==> src/rtl/fft_pkg.sv <==
// Shared constants, state encoding and bit-reversal helper for the
// 8-point FFT input loader.
package fft_pkg;

   localparam int DATA_W = 16;
   localparam int N      = 8;
   localparam int LOG2N  = 3;
   localparam int TW_ONE = 256;

   // Stage-1 twiddle is W8^0 = 1.0 + j0 for every pair
   localparam int W1_R = TW_ONE;
   localparam int W1_I = 0;

   typedef enum logic {
      LOAD,
      ISSUE
   } state_t;

   function automatic logic [LOG2N-1:0] bitrev3(input logic [LOG2N-1:0] k);
      return {k[0], k[1], k[2]};
   endfunction

endpackage

==> src/rtl/fft_bitrev_loader_if.sv <==
// Sample-in handshake and stage-1 operand bundle of the FFT loader.
interface fft_bitrev_loader_if
   import fft_pkg::*;
#(
   parameter int DATA_W = fft_pkg::DATA_W
) ();

   logic              in_valid;
   logic              in_ready;
   logic [DATA_W-1:0] in_r;
   logic [DATA_W-1:0] in_i;
   logic              start;
   logic [DATA_W-1:0] x1_r;
   logic [DATA_W-1:0] x1_i;
   logic [DATA_W-1:0] x2_r;
   logic [DATA_W-1:0] x2_i;
   logic [DATA_W-1:0] w_r;
   logic [DATA_W-1:0] w_i;
   logic [1:0]        pair_idx;
   logic              frame_last;

   modport master (
      output in_valid, in_r, in_i,
      input  in_ready, start, x1_r, x1_i, x2_r, x2_i,
      input  w_r, w_i, pair_idx, frame_last
   );

   modport slave (
      input  in_valid, in_r, in_i,
      output in_ready, start, x1_r, x1_i, x2_r, x2_i,
      output w_r, w_i, pair_idx, frame_last
   );

endinterface

==> src/rtl/fft_bitrev_loader.sv <==
// Bit-reversed sample loader feeding the stage-1 butterflies.
// Define FFT_LOADER_DBUF_EN for ping-pong banks (load while issuing).
module fft_bitrev_loader
   import fft_pkg::*;
#(
   parameter int DATA_W = fft_pkg::DATA_W,
   parameter int TW_ONE = fft_pkg::TW_ONE
) (
   input  logic          clk,
   input  logic          rst,
   fft_bitrev_loader_if.slave bus
);

`ifdef FFT_LOADER_DBUF_EN
   localparam logic DBUF = 1'b1;
`else
   localparam logic DBUF = 1'b0;
`endif

   logic [DATA_W-1:0] mem_r [2][N];
   logic [DATA_W-1:0] mem_i [2][N];

   state_t            state_q, state_d;
   logic [LOG2N-1:0]  cnt_q, cnt_d;
   logic [1:0]        pair_q, pair_d;
   logic              rdy_q, rdy_d;
   logic              start_q, start_d;
   logic              last_q, last_d;
   logic              wr_bank_q, wr_bank_d;
   logic              rd_bank_q, rd_bank_d;
   logic [DATA_W-1:0] x1r_q, x1r_d;
   logic [DATA_W-1:0] x1i_q, x1i_d;
   logic [DATA_W-1:0] x2r_q, x2r_d;
   logic [DATA_W-1:0] x2i_q, x2i_d;
   logic [DATA_W-1:0] wr_q, wr_d;
   logic [DATA_W-1:0] wi_q, wi_d;
   logic              acc;
   logic              issue;

   assign acc = bus.in_valid && rdy_q;

   always_ff @(posedge clk) begin
      if (acc) begin
         mem_r[wr_bank_q][bitrev3(cnt_q)] <= bus.in_r;
         mem_i[wr_bank_q][bitrev3(cnt_q)] <= bus.in_i;
      end
   end

   always_ff @(posedge clk) begin
      if (rst) begin
         state_q   <= LOAD;
         cnt_q     <= '0;
         pair_q    <= '0;
         rdy_q     <= 1'b1;
         start_q   <= 1'b0;
         last_q    <= 1'b0;
         wr_bank_q <= 1'b0;
         rd_bank_q <= 1'b0;
         x1r_q     <= '0;
         x1i_q     <= '0;
         x2r_q     <= '0;
         x2i_q     <= '0;
         wr_q      <= '0;
         wi_q      <= '0;
      end else begin
         state_q   <= state_d;
         cnt_q     <= cnt_d;
         pair_q    <= pair_d;
         rdy_q     <= rdy_d;
         start_q   <= start_d;
         last_q    <= last_d;
         wr_bank_q <= wr_bank_d;
         rd_bank_q <= rd_bank_d;
         x1r_q     <= x1r_d;
         x1i_q     <= x1i_d;
         x2r_q     <= x2r_d;
         x2i_q     <= x2i_d;
         wr_q      <= wr_d;
         wi_q      <= wi_d;
      end
   end

   always_comb begin
      state_d   = state_q;
      cnt_d     = cnt_q;
      pair_d    = pair_q;
      rdy_d     = rdy_q;
      wr_bank_d = wr_bank_q;
      rd_bank_d = rd_bank_q;
      issue     = 1'b0;
      start_d   = 1'b0;
      last_d    = 1'b0;
      x1r_d     = '0;
      x1i_d     = '0;
      x2r_d     = '0;
      x2i_d     = '0;
      wr_d      = '0;
      wi_d      = '0;

      if (acc)
         cnt_d = cnt_q + 3'd1;

      case (state_q)
         LOAD: begin
            if (acc && cnt_q == 3'd7) begin
               state_d   = ISSUE;
               issue     = 1'b1;
               pair_d    = 2'd0;
               rd_bank_d = wr_bank_q;
               wr_bank_d = wr_bank_q ^ DBUF;
               rdy_d     = DBUF;
            end
         end
         ISSUE: begin
            if (pair_q == 2'd3) begin
               state_d = LOAD;
               pair_d  = 2'd0;
               rdy_d   = 1'b1;
            end else begin
               issue  = 1'b1;
               pair_d = pair_q + 2'd1;
            end
         end
         default: state_d = LOAD;
      endcase

      // Pair p reads the adjacent slots 2p/2p+1 of the issuing bank
      if (issue) begin
         start_d = 1'b1;
         last_d  = (pair_d == 2'd3);
         x1r_d   = mem_r[rd_bank_d][{pair_d, 1'b0}];
         x1i_d   = mem_i[rd_bank_d][{pair_d, 1'b0}];
         x2r_d   = mem_r[rd_bank_d][{pair_d, 1'b1}];
         x2i_d   = mem_i[rd_bank_d][{pair_d, 1'b1}];
         wr_d    = DATA_W'(TW_ONE);
         wi_d    = DATA_W'(W1_I);
      end
   end

   assign bus.in_ready   = rdy_q;
   assign bus.start      = start_q;
   assign bus.frame_last = last_q;
   assign bus.pair_idx   = pair_q;
   assign bus.x1_r       = x1r_q;
   assign bus.x1_i       = x1i_q;
   assign bus.x2_r       = x2r_q;
   assign bus.x2_i       = x2i_q;
   assign bus.w_r        = wr_q;
   assign bus.w_i        = wi_q;

endmodule

==> src/flat_wrapper.sv <==
// flat-port wrapper written by rule: the top's interface ports become plain ports
module fft_bitrev_loader_flat import fft_pkg::*;
#(
   parameter int DATA_W = fft_pkg::DATA_W,
   parameter int TW_ONE = fft_pkg::TW_ONE
)
  (clk, rst, bus_in_valid, bus_in_r, bus_in_i, bus_in_ready, bus_start, bus_x1_r, bus_x1_i, bus_x2_r, bus_x2_i, bus_w_r, bus_w_i, bus_pair_idx, bus_frame_last);
  fft_bitrev_loader_if #(.DATA_W(DATA_W)) bus_i ();
  input  logic clk;
  input  logic rst;
  input wire logic [$bits(bus_i.in_valid)-1:0] bus_in_valid;
  input wire logic [$bits(bus_i.in_r)-1:0] bus_in_r;
  input wire logic [$bits(bus_i.in_i)-1:0] bus_in_i;
  output wire logic [$bits(bus_i.in_ready)-1:0] bus_in_ready;
  output wire logic [$bits(bus_i.start)-1:0] bus_start;
  output wire logic [$bits(bus_i.x1_r)-1:0] bus_x1_r;
  output wire logic [$bits(bus_i.x1_i)-1:0] bus_x1_i;
  output wire logic [$bits(bus_i.x2_r)-1:0] bus_x2_r;
  output wire logic [$bits(bus_i.x2_i)-1:0] bus_x2_i;
  output wire logic [$bits(bus_i.w_r)-1:0] bus_w_r;
  output wire logic [$bits(bus_i.w_i)-1:0] bus_w_i;
  output wire logic [$bits(bus_i.pair_idx)-1:0] bus_pair_idx;
  output wire logic [$bits(bus_i.frame_last)-1:0] bus_frame_last;
  assign bus_i.in_valid = bus_in_valid;
  assign bus_i.in_r = bus_in_r;
  assign bus_i.in_i = bus_in_i;
  assign bus_in_ready = bus_i.in_ready;
  assign bus_start = bus_i.start;
  assign bus_x1_r = bus_i.x1_r;
  assign bus_x1_i = bus_i.x1_i;
  assign bus_x2_r = bus_i.x2_r;
  assign bus_x2_i = bus_i.x2_i;
  assign bus_w_r = bus_i.w_r;
  assign bus_w_i = bus_i.w_i;
  assign bus_pair_idx = bus_i.pair_idx;
  assign bus_frame_last = bus_i.frame_last;
  fft_bitrev_loader #(.DATA_W(DATA_W), .TW_ONE(TW_ONE)) u_core (.clk(clk), .rst(rst), .bus(bus_i));
endmodule
==> config.mk <==
export PLATFORM = sky130hd
export DESIGN_NAME = fft_bitrev_loader_flat
export DESIGN_NICKNAME = d
export VERILOG_FILES = /design/src/rtl/fft_pkg.sv /design/src/rtl/fft_bitrev_loader_if.sv /design/src/rtl/fft_bitrev_loader.sv /design/src/flat_wrapper.sv
export SDC_FILE = /design/constraint.sdc
export NUM_CORES = 1
export LEC_CHECK = 0
export CORE_MARGIN = 2
export CORE_UTILIZATION = 65
export CTS_CLUSTER_DIAMETER = 30
export DETAILED_ROUTE_END_ITERATION = 10
export DONT_BUFFER_PORTS = 1
export HOLD_SLACK_MARGIN = 0.02
export PLACE_DENSITY = 0.81
export SLEW_MARGIN = 5
export SYNTH_ARGS = -nofsm -noshare
export SYNTH_HDL_FRONTEND = slang
export SYNTH_SLANG_ARGS = --single-unit
export TNS_END_PERCENT = 10
==> constraint.sdc <==
create_clock -name clk -period 4.11 [get_ports clk]
set_input_delay 0.2055 -clock clk [delete_from_list [all_inputs] [get_ports clk]]
set_output_delay 0.2055 -clock clk [all_outputs]
set_load 0.02 [all_outputs]
==> reports/metrics.cfg, run 1 <==
[route]
viasPerCell=5.804
routed-via-count=5595
wl_per_cell_um=22.66
drcViolationCount=0
drt-total-wl_um=21840
initialDrtViolationCount=314
first_pass_iters=5
ant_nets=0

[sta]
fmax_ghz=0.3665
post-route-min-period_ns=2.728
grt_setup_unrepaired=false
finalSetupViolCount=0
tightest_slew_ns=1.129
post-route-period-util_pct=66.38
slew_headroom_pct=24.58
drv_slew=0
hold_slack_ns=0.2226
hold_viol_final=0
finalClockSkew_ns=0.02283
fin_ws_ns=1.382
timing.setup.tns_ns=0

[logic_synthesis]
yosys_register_bits=328
synthMuxAreaShare_pct=10.93
synth_area_leader_cell=edfxtp_1
ys_seq_area_share_pct=77.90
synth-simple-area-share_pct=1.292
avgSynthCellArea_um2=18.43
ys.flop_type=edfxtp_1
synth-edff-count=256
yosys.area_share.adder_pct=0.7474
ys_types=31
synth_top_family_by_area=multiplexers
netlist_instances=636
yosys.area_share.xor_xnor_pct=0.07474
yosysWarnings=0
syn_area_mm2=0.01172
yosysTopAreaCellShare_pct=65.60
async_reset_ff_share_pct=0
synth-compound-area-share_pct=3.908
synth_area_leaders=edfxtp_1 (66%), dfxtp_1 (12%), mux2i_1 (11%)

[worst_hold_path]
hp-start=bus_in_valid
min_path_type=in2reg

[clock_network]
post_cts_buffers=0
h-tree-depth=2
clockBufferDepth=3
cts_buffers=47
cts_resized=0
root_buffer=clkbuf_16
cts.clk_slew.worst_paths_ns=0.06
tritoncts=done
clkSinkCount=328
clk_latency_ns=0.54

[final_layout]
syn_to_final_growth_pct=16.21
layout_commonest_cell=edfxtp_1
layout_common_cells=edfxtp_1 (256), mux2i_1 (128), dfxtp_1 (72), o22ai_1 (64), clkbuf_16 (48)
insertedDiodeCount=0
nets=738
drive_above_1_share_pct=13.88

[global_routing]
grt_pass1_vias=5942
grt_max_degree=60
overflow=0
antenna_found_initial=0
grt_usage_pct=22.85
grt_pass1_wl_um=33400

[worst_setup_path]
rrSetupSlack_ns=1.38
r2r_end=u_core.bus.x2_r[0]
r2r-start=u_core.cnt_q[0]
endpoint_kind=flip-flop
endpoint=u_core.bus.x2_r[0]
path_class=reg2reg
crit_fanout=59
crit_start=u_core.cnt_q[0]
critPathLaunchType=flip-flop
reg2regPathDepth=7
cp.arrival_ns=3.11
critPathRequiredTime_ns=4.49

[placed_design]
hpwl_um=11600
port_buffers=0
preCtsSetupSlack_ns=1.415
gp_congestion=0.7495

[floorplan]
rows=49
initial_utilization_pct=65.68
die_y_um=138.3
coreArea_mm2=0.01784
ioPinCount=136
dieArea_mm2=0.01912
die_w_um=138.3

[pwr]
p_per_area_mw_per_mm2=570.5
total_power_mw=7.769
ir_drop_mv=0.4318
power.leakage_nw=4.433

[run_status]
status=completed

[job]
max_cap_violations=0

## stage by stage
step	instances	util [%]	instance area, um2
after floorplan	666	-	11830
after global placement	841	65.50	11690
after detailed placement	841	65.50	11690
after CTS	964	76.33	13620
after global routing	964	76.33	13620
final	964	76.33	13620
## kinds of logic after synthesis
group / count (synthesis)
AND/OR/NAND/NOR: 29
flip-flops: 328
XOR/XNOR: 1
other: 1
adder cells (fa/ha/maj): 7
AO/OA/AOI/OAI: 73
multiplexers: 128
buffers and inverters: 69
## Yosys cell counts (2+ instances only)
library cell,instances
clkbuf_1,7
nand3b_1,2
buf_2,4
buf_8,4
buf_4,38
o22ai_1,64
edfxtp_1,256
buf_6,4
nand2_1,9
nor2b_1,2
mux2i_1,128
nor2_1,9
a21oi_1,5
dfxtp_1,72
buf_12,7
inv_1,4
ha_1,7
## per-layer routing
layer	vias to the layer above	wire, um	track usage (%)
met4	0	639	9.345
met1	2808	8467	27.52
li1	2530	-	-
met2	199	11410	40.07
met3	58	1323	5.334
met5	-	0	0
## flip-flops by register name, summed over array words and instances (netlist names)
name	flops
u_core.cnt_q	3
u_core.bus.start	1
u_core.mem_r	128
u_core.bus.x2_i	16
u_core.bus.x2_r	16
u_core.mem_i	128
u_core.bus.frame_last	1
u_core.bus.in_ready	1
u_core.bus.pair_idx	2
u_core.bus.x1_i	16
u_core.bus.x1_r	16
## critical path, stage by stage, from the launching register on
cell,delay (ns)
dfxtp_1,0.33
ha_1,0.24
ha_1,0.23
nand3_4,0.11
a22o_4,0.79
buf_4,0.48
mux2i_1,0.27
o22ai_1,0.09
## cell type report
type	instances	area (um2)
Sequential cell	328	9129
Multi-Input combinational cell	269	2161
Inverter	4	15.01
Fill cell	970	4223
Tap cell	229	286.5
Clock inverter	32	330.3
Timing Repair Buffer	46	445.4
Clock buffer	56	1251
## worst min path at each step
| stage | end | slack [ns] | cells after the start |
|---|---|---|---|
| floorplan | u_core.mem_i[0][0] | 0.30 | 0 |
| global placement | u_core.bus.pair_idx[0] | 0.28 | 1 |
| detailed placement | u_core.bus.pair_idx[0] | 0.28 | 1 |
| CTS | u_core.mem_i[0][71] | 0.21 | 2 |
| global route | u_core.mem_i[0][81] | 0.23 | 2 |
| finish | u_core.mem_i[0][72] | 0.22 | 2 |
## power breakdown
part	switching, mW	total [mW]	internal [mW]
Sequential	0.0218	3.68	3.66
Combinational	0.135	0.182	0.0471
Clock	1.41	3.91	2.50
Total	1.56	7.77	6.21
## what timing repair did
action                                 in CTS  in global routing
hold buffers                               35                  0
endpoints found under the hold margin     263                  0
setup endpoints to repair                   0                  0
Note: power is estimated with default switching activity, not from simulation.
==> run 2: changes to the inputs <==
--- a/config.mk
+++ b/config.mk
@@ -5,13 +5,14 @@
 export SDC_FILE = /design/constraint.sdc
 export NUM_CORES = 1
 export LEC_CHECK = 0
+export ABC_AREA = 1
 export CORE_MARGIN = 2
-export CORE_UTILIZATION = 65
+export CORE_UTILIZATION = 63
 export CTS_CLUSTER_DIAMETER = 30
 export DETAILED_ROUTE_END_ITERATION = 10
 export DONT_BUFFER_PORTS = 1
 export HOLD_SLACK_MARGIN = 0.02
-export PLACE_DENSITY = 0.81
+export PLACE_DENSITY = 0.79
 export SLEW_MARGIN = 5
 export SYNTH_ARGS = -nofsm -noshare
 export SYNTH_HDL_FRONTEND = slang
==> constraint.sdc (replaced) <==
create_clock -name clk -period 2.53 [get_ports clk]
set_input_delay 0.1265 -clock clk [delete_from_list [all_inputs] [get_ports clk]]
set_output_delay 0.1265 -clock clk [all_outputs]
set_load 0.02 [all_outputs]
==> reports/metrics.cfg, run 2 <==
[run_status]
status=completed  ; unchanged

[route]
routed-via-count=8291  ; was 5595
initialDrtViolationCount=728  ; was 314
wl_per_cell_um=19.99  ; was 22.66 um
ant_nets=0  ; unchanged
first_pass_iters=5  ; unchanged
viasPerCell=5.576  ; was 5.804
drcViolationCount=0  ; unchanged
drt-total-wl_um=29720  ; was 21840 um

[placed_design]
port_buffers=0  ; unchanged
hpwl_um=15060  ; was 11600 um
gp_congestion=0.7495  ; unchanged
dpl_cell_area_mm2=0.01341  ; was 0.01169 mm2
dp_cells=1355  ; was 841

[pwr]
ir_drop_mv=0.6085  ; was 0.4318 mV
power.leakage_nw=6.245  ; was 4.433 nW
total_power_mw=13.55  ; was 7.769 mW
p_per_area_mw_per_mm2=872.1  ; was 570.5 mW/mm2

[clock_network]
cts.clk_slew.worst_paths_ns=0.05  ; was 0.06 ns
clockBufferDepth=3  ; unchanged
clkSinkCount=328  ; unchanged
root_buffer=clkbuf_16  ; unchanged
cts_resized=0  ; unchanged
hold_buffers=34  ; was 35
clk_latency_ns=0.54  ; about the same
cts_buffers=53  ; was 47
post_cts_buffers=0  ; unchanged
h-tree-depth=2  ; unchanged
tritoncts=done  ; unchanged

[final_layout]
layout_commonest_cell=edfxtp_1  ; unchanged
nFillCells=1160  ; was 970
drive_above_1_share_pct=14.31  ; was 13.88%
reg_top3=u_core.mem_i x128, u_core.mem_r x128  ; unchanged
layout_common_cells=edfxtp_1 (256), inv_1 (205), nand3_1 (193), nand2_1 (134), dfxtp_1 (72)  ; was edfxtp_1 (256), mux2i_1 (128), dfxtp_1 (72), o22ai_1 (64), clkbuf_16 (48)
instances_no_fill=1487  ; was 964
syn_to_final_growth_pct=18.35  ; was 16.21%
stdcell_area_mm2=0.01554  ; was 0.01362 mm2
final_util_pct=76.31  ; was 76.33%
nets=1216  ; was 738

[global_routing]
antenna_found_initial=0  ; unchanged
grt_max_degree=129  ; was 60
grt_pass1_wl_um=46040  ; was 33400 um
overflow=0  ; unchanged
grt_usage_pct=27.54  ; was 22.85%
grt_pass1_vias=8453  ; was 5942

[logic_synthesis]
yosys_register_bits=328  ; unchanged
ys_top_cells_by_count=edfxtp_1 (256), inv_1 (205), nand3_1 (193)  ; was edfxtp_1 (256), mux2i_1 (128), dfxtp_1 (72)
async_reset_ff_share_pct=0  ; unchanged
ys.flop_type=edfxtp_1  ; unchanged
yosysMostFrequentCell=edfxtp_1  ; unchanged
syn_area_mm2=0.01313  ; was 0.01172 mm2
yosys.area_share.adder_pct=0.6670  ; was 0.7474%
synthMuxAreaShare_pct=0  ; was 10.93%
ys_types=23  ; was 31
avgSynthCellArea_um2=11.72  ; was 18.43 um2
synth_top_family_by_area=simple AND/OR/NAND/NOR gates  ; was multiplexers
synth_area_leader_cell=edfxtp_1  ; unchanged
yosysWarnings=0  ; unchanged
ys_seq_area_share_pct=69.53  ; was 77.90%
netlist_instances=1120  ; was 636
synth_area_leaders=edfxtp_1 (59%), dfxtp_1 (11%), nand3_1 (7.4%)  ; was edfxtp_1 (66%), dfxtp_1 (12%), mux2i_1 (11%)
synth-edff-count=256  ; unchanged
synth-simple-area-share_pct=15.56  ; was 1.292%
yosys.area_share.xor_xnor_pct=0  ; was 0.07474%
yosysTopAreaCellShare_pct=58.55  ; was 65.60%
synth-compound-area-share_pct=3.869  ; was 3.908%

[worst_setup_path]
crit_fanout=128  ; was 59
path_class=reg2reg  ; unchanged
reg2regPathDepth=8  ; was 7
path_cells=ha_1, ha_1, nand3_2, nand2_4, buf_12, nand3_1, nand3_1, a21oi_1  ; was ha_1, ha_1, nand3_4, a22o_4, buf_4, mux2i_1, o22ai_1
cp.arrival_ns=2.44  ; was 3.11 ns
cpPeakStageDelay_ns=0.41  ; was 0.79 ns
endpoint_kind=flip-flop  ; unchanged
critPathRequiredTime_ns=2.94  ; was 4.49 ns
slowest_stage=buf_12  ; was a22o_4
critPathLaunchType=flip-flop  ; unchanged

[sta]
tightest_slew_ns=0.6427  ; was 1.129 ns
slew_headroom_pct=57.15  ; was 24.58%
drv_slew=0  ; unchanged
hold_viol_final=0  ; unchanged
finalSetupViolCount=0  ; unchanged
post-route-period-util_pct=80.18  ; was 66.38%
fmax_ghz=0.4930  ; was 0.3665 GHz
post-route-min-period_ns=2.029  ; was 2.728 ns
grt_setup_unrepaired=false  ; unchanged
finalClockSkew_ns=0.01165  ; was 0.02283 ns

[floorplan]
die_w_um=148.4  ; was 138.3 um
initial_utilization_pct=64.48  ; was 65.68%
dieArea_mm2=0.02201  ; was 0.01912 mm2
rows=52  ; was 49
ioPinCount=136  ; unchanged
coreArea_mm2=0.02036  ; was 0.01784 mm2
die_y_um=148.4  ; was 138.3 um

[worst_hold_path]
min_path_type=in2reg  ; unchanged
whs_path_depth=2  ; unchanged

[job]
max_cap_violations=0  ; unchanged

run 2: cell types whose count changed in the layout (fill, tap and decap cells not counted), sizes merged, moves of 64 or more:
cell / delta
inv: +210
nand3: +193
nand2: +129
mux2i: -128
o22ai: -64
run 2: critical path, delay by kind of cell, from the launching register on:
| kind | cells | cell delay [ns] |
|---|---|---|
| flops | 1 | 0.37 |
| simple gates | 4 | 0.57 |
| buf+inv | 1 | 0.41 |
| fa+ha+maj | 2 | 0.35 |
| compound gates | 1 | 0.07 |
run 2: per-stage QoR:
stage          setup TNS, ns  setup WS [ns]  hold slack, ns
6_report                   0         0.5015          0.1403
2_1_floorplan        -184.86        -0.9516          0.1978
3_5_place_dp               0         0.5524          0.2021
3_3_place_gp               0         0.5792          0.2011
5_1_grt                    0         0.3529          0.1781
4_1_cts                    0         0.5221          0.1188
run 2: path summary, 6_finish.rpt:
kind / end / from / slack [ns]
max: u_core.bus.x1_i[1] / u_core.cnt_q[0] / 0.50
min: u_core.cnt_q[0] / bus_in_valid / 0.14
max reg2reg: u_core.bus.x1_i[1] / u_core.cnt_q[0] / 0.50
min reg2reg: u_core.cnt_q[1] / u_core.cnt_q[1] / 0.55
run 2: final cells by class:
| type | count | area [um2] | share of cell area [%] |
|---|---|---|---|
| antenna | 1 | 2.502 | 0.01610 |
| clock buffer | 62 | 1390 | 8.945 |
| clock inverter | 35 | 394.1 | 2.536 |
| inverter | 208 | 780.7 | 5.024 |
| multi-input combinational | 518 | 2820 | 18.15 |
| sequential | 328 | 9129 | 58.74 |
| tap | 270 | 337.8 | 2.174 |
| timing repair buffer | 65 | 685.7 | 4.412 |
run 2: power breakdown:
part / switching (mW) / total [mW] / internal (mW)
clock: 2.56 / 7.15 / 4.59
combinational: 0.299 / 0.425 / 0.126
sequential: 0.0371 / 5.98 / 5.94
total: 2.90 / 13.6 / 10.7
run 2: cell families after synthesis:
logic type	count (synthesis)
compound gates	71
buf+inv	304
other cells	1
fa+ha+maj	7
simple gates	409
flops	328
run 2: layer usage:
metal	vias to the layer above	wire [um]	GRT usage (%)
li1	3794	-	-
met1	4017	10890	33.58
met2	393	15100	46.32
met3	87	2662	7.607
met4	0	1066	12.19
met5	-	0	0
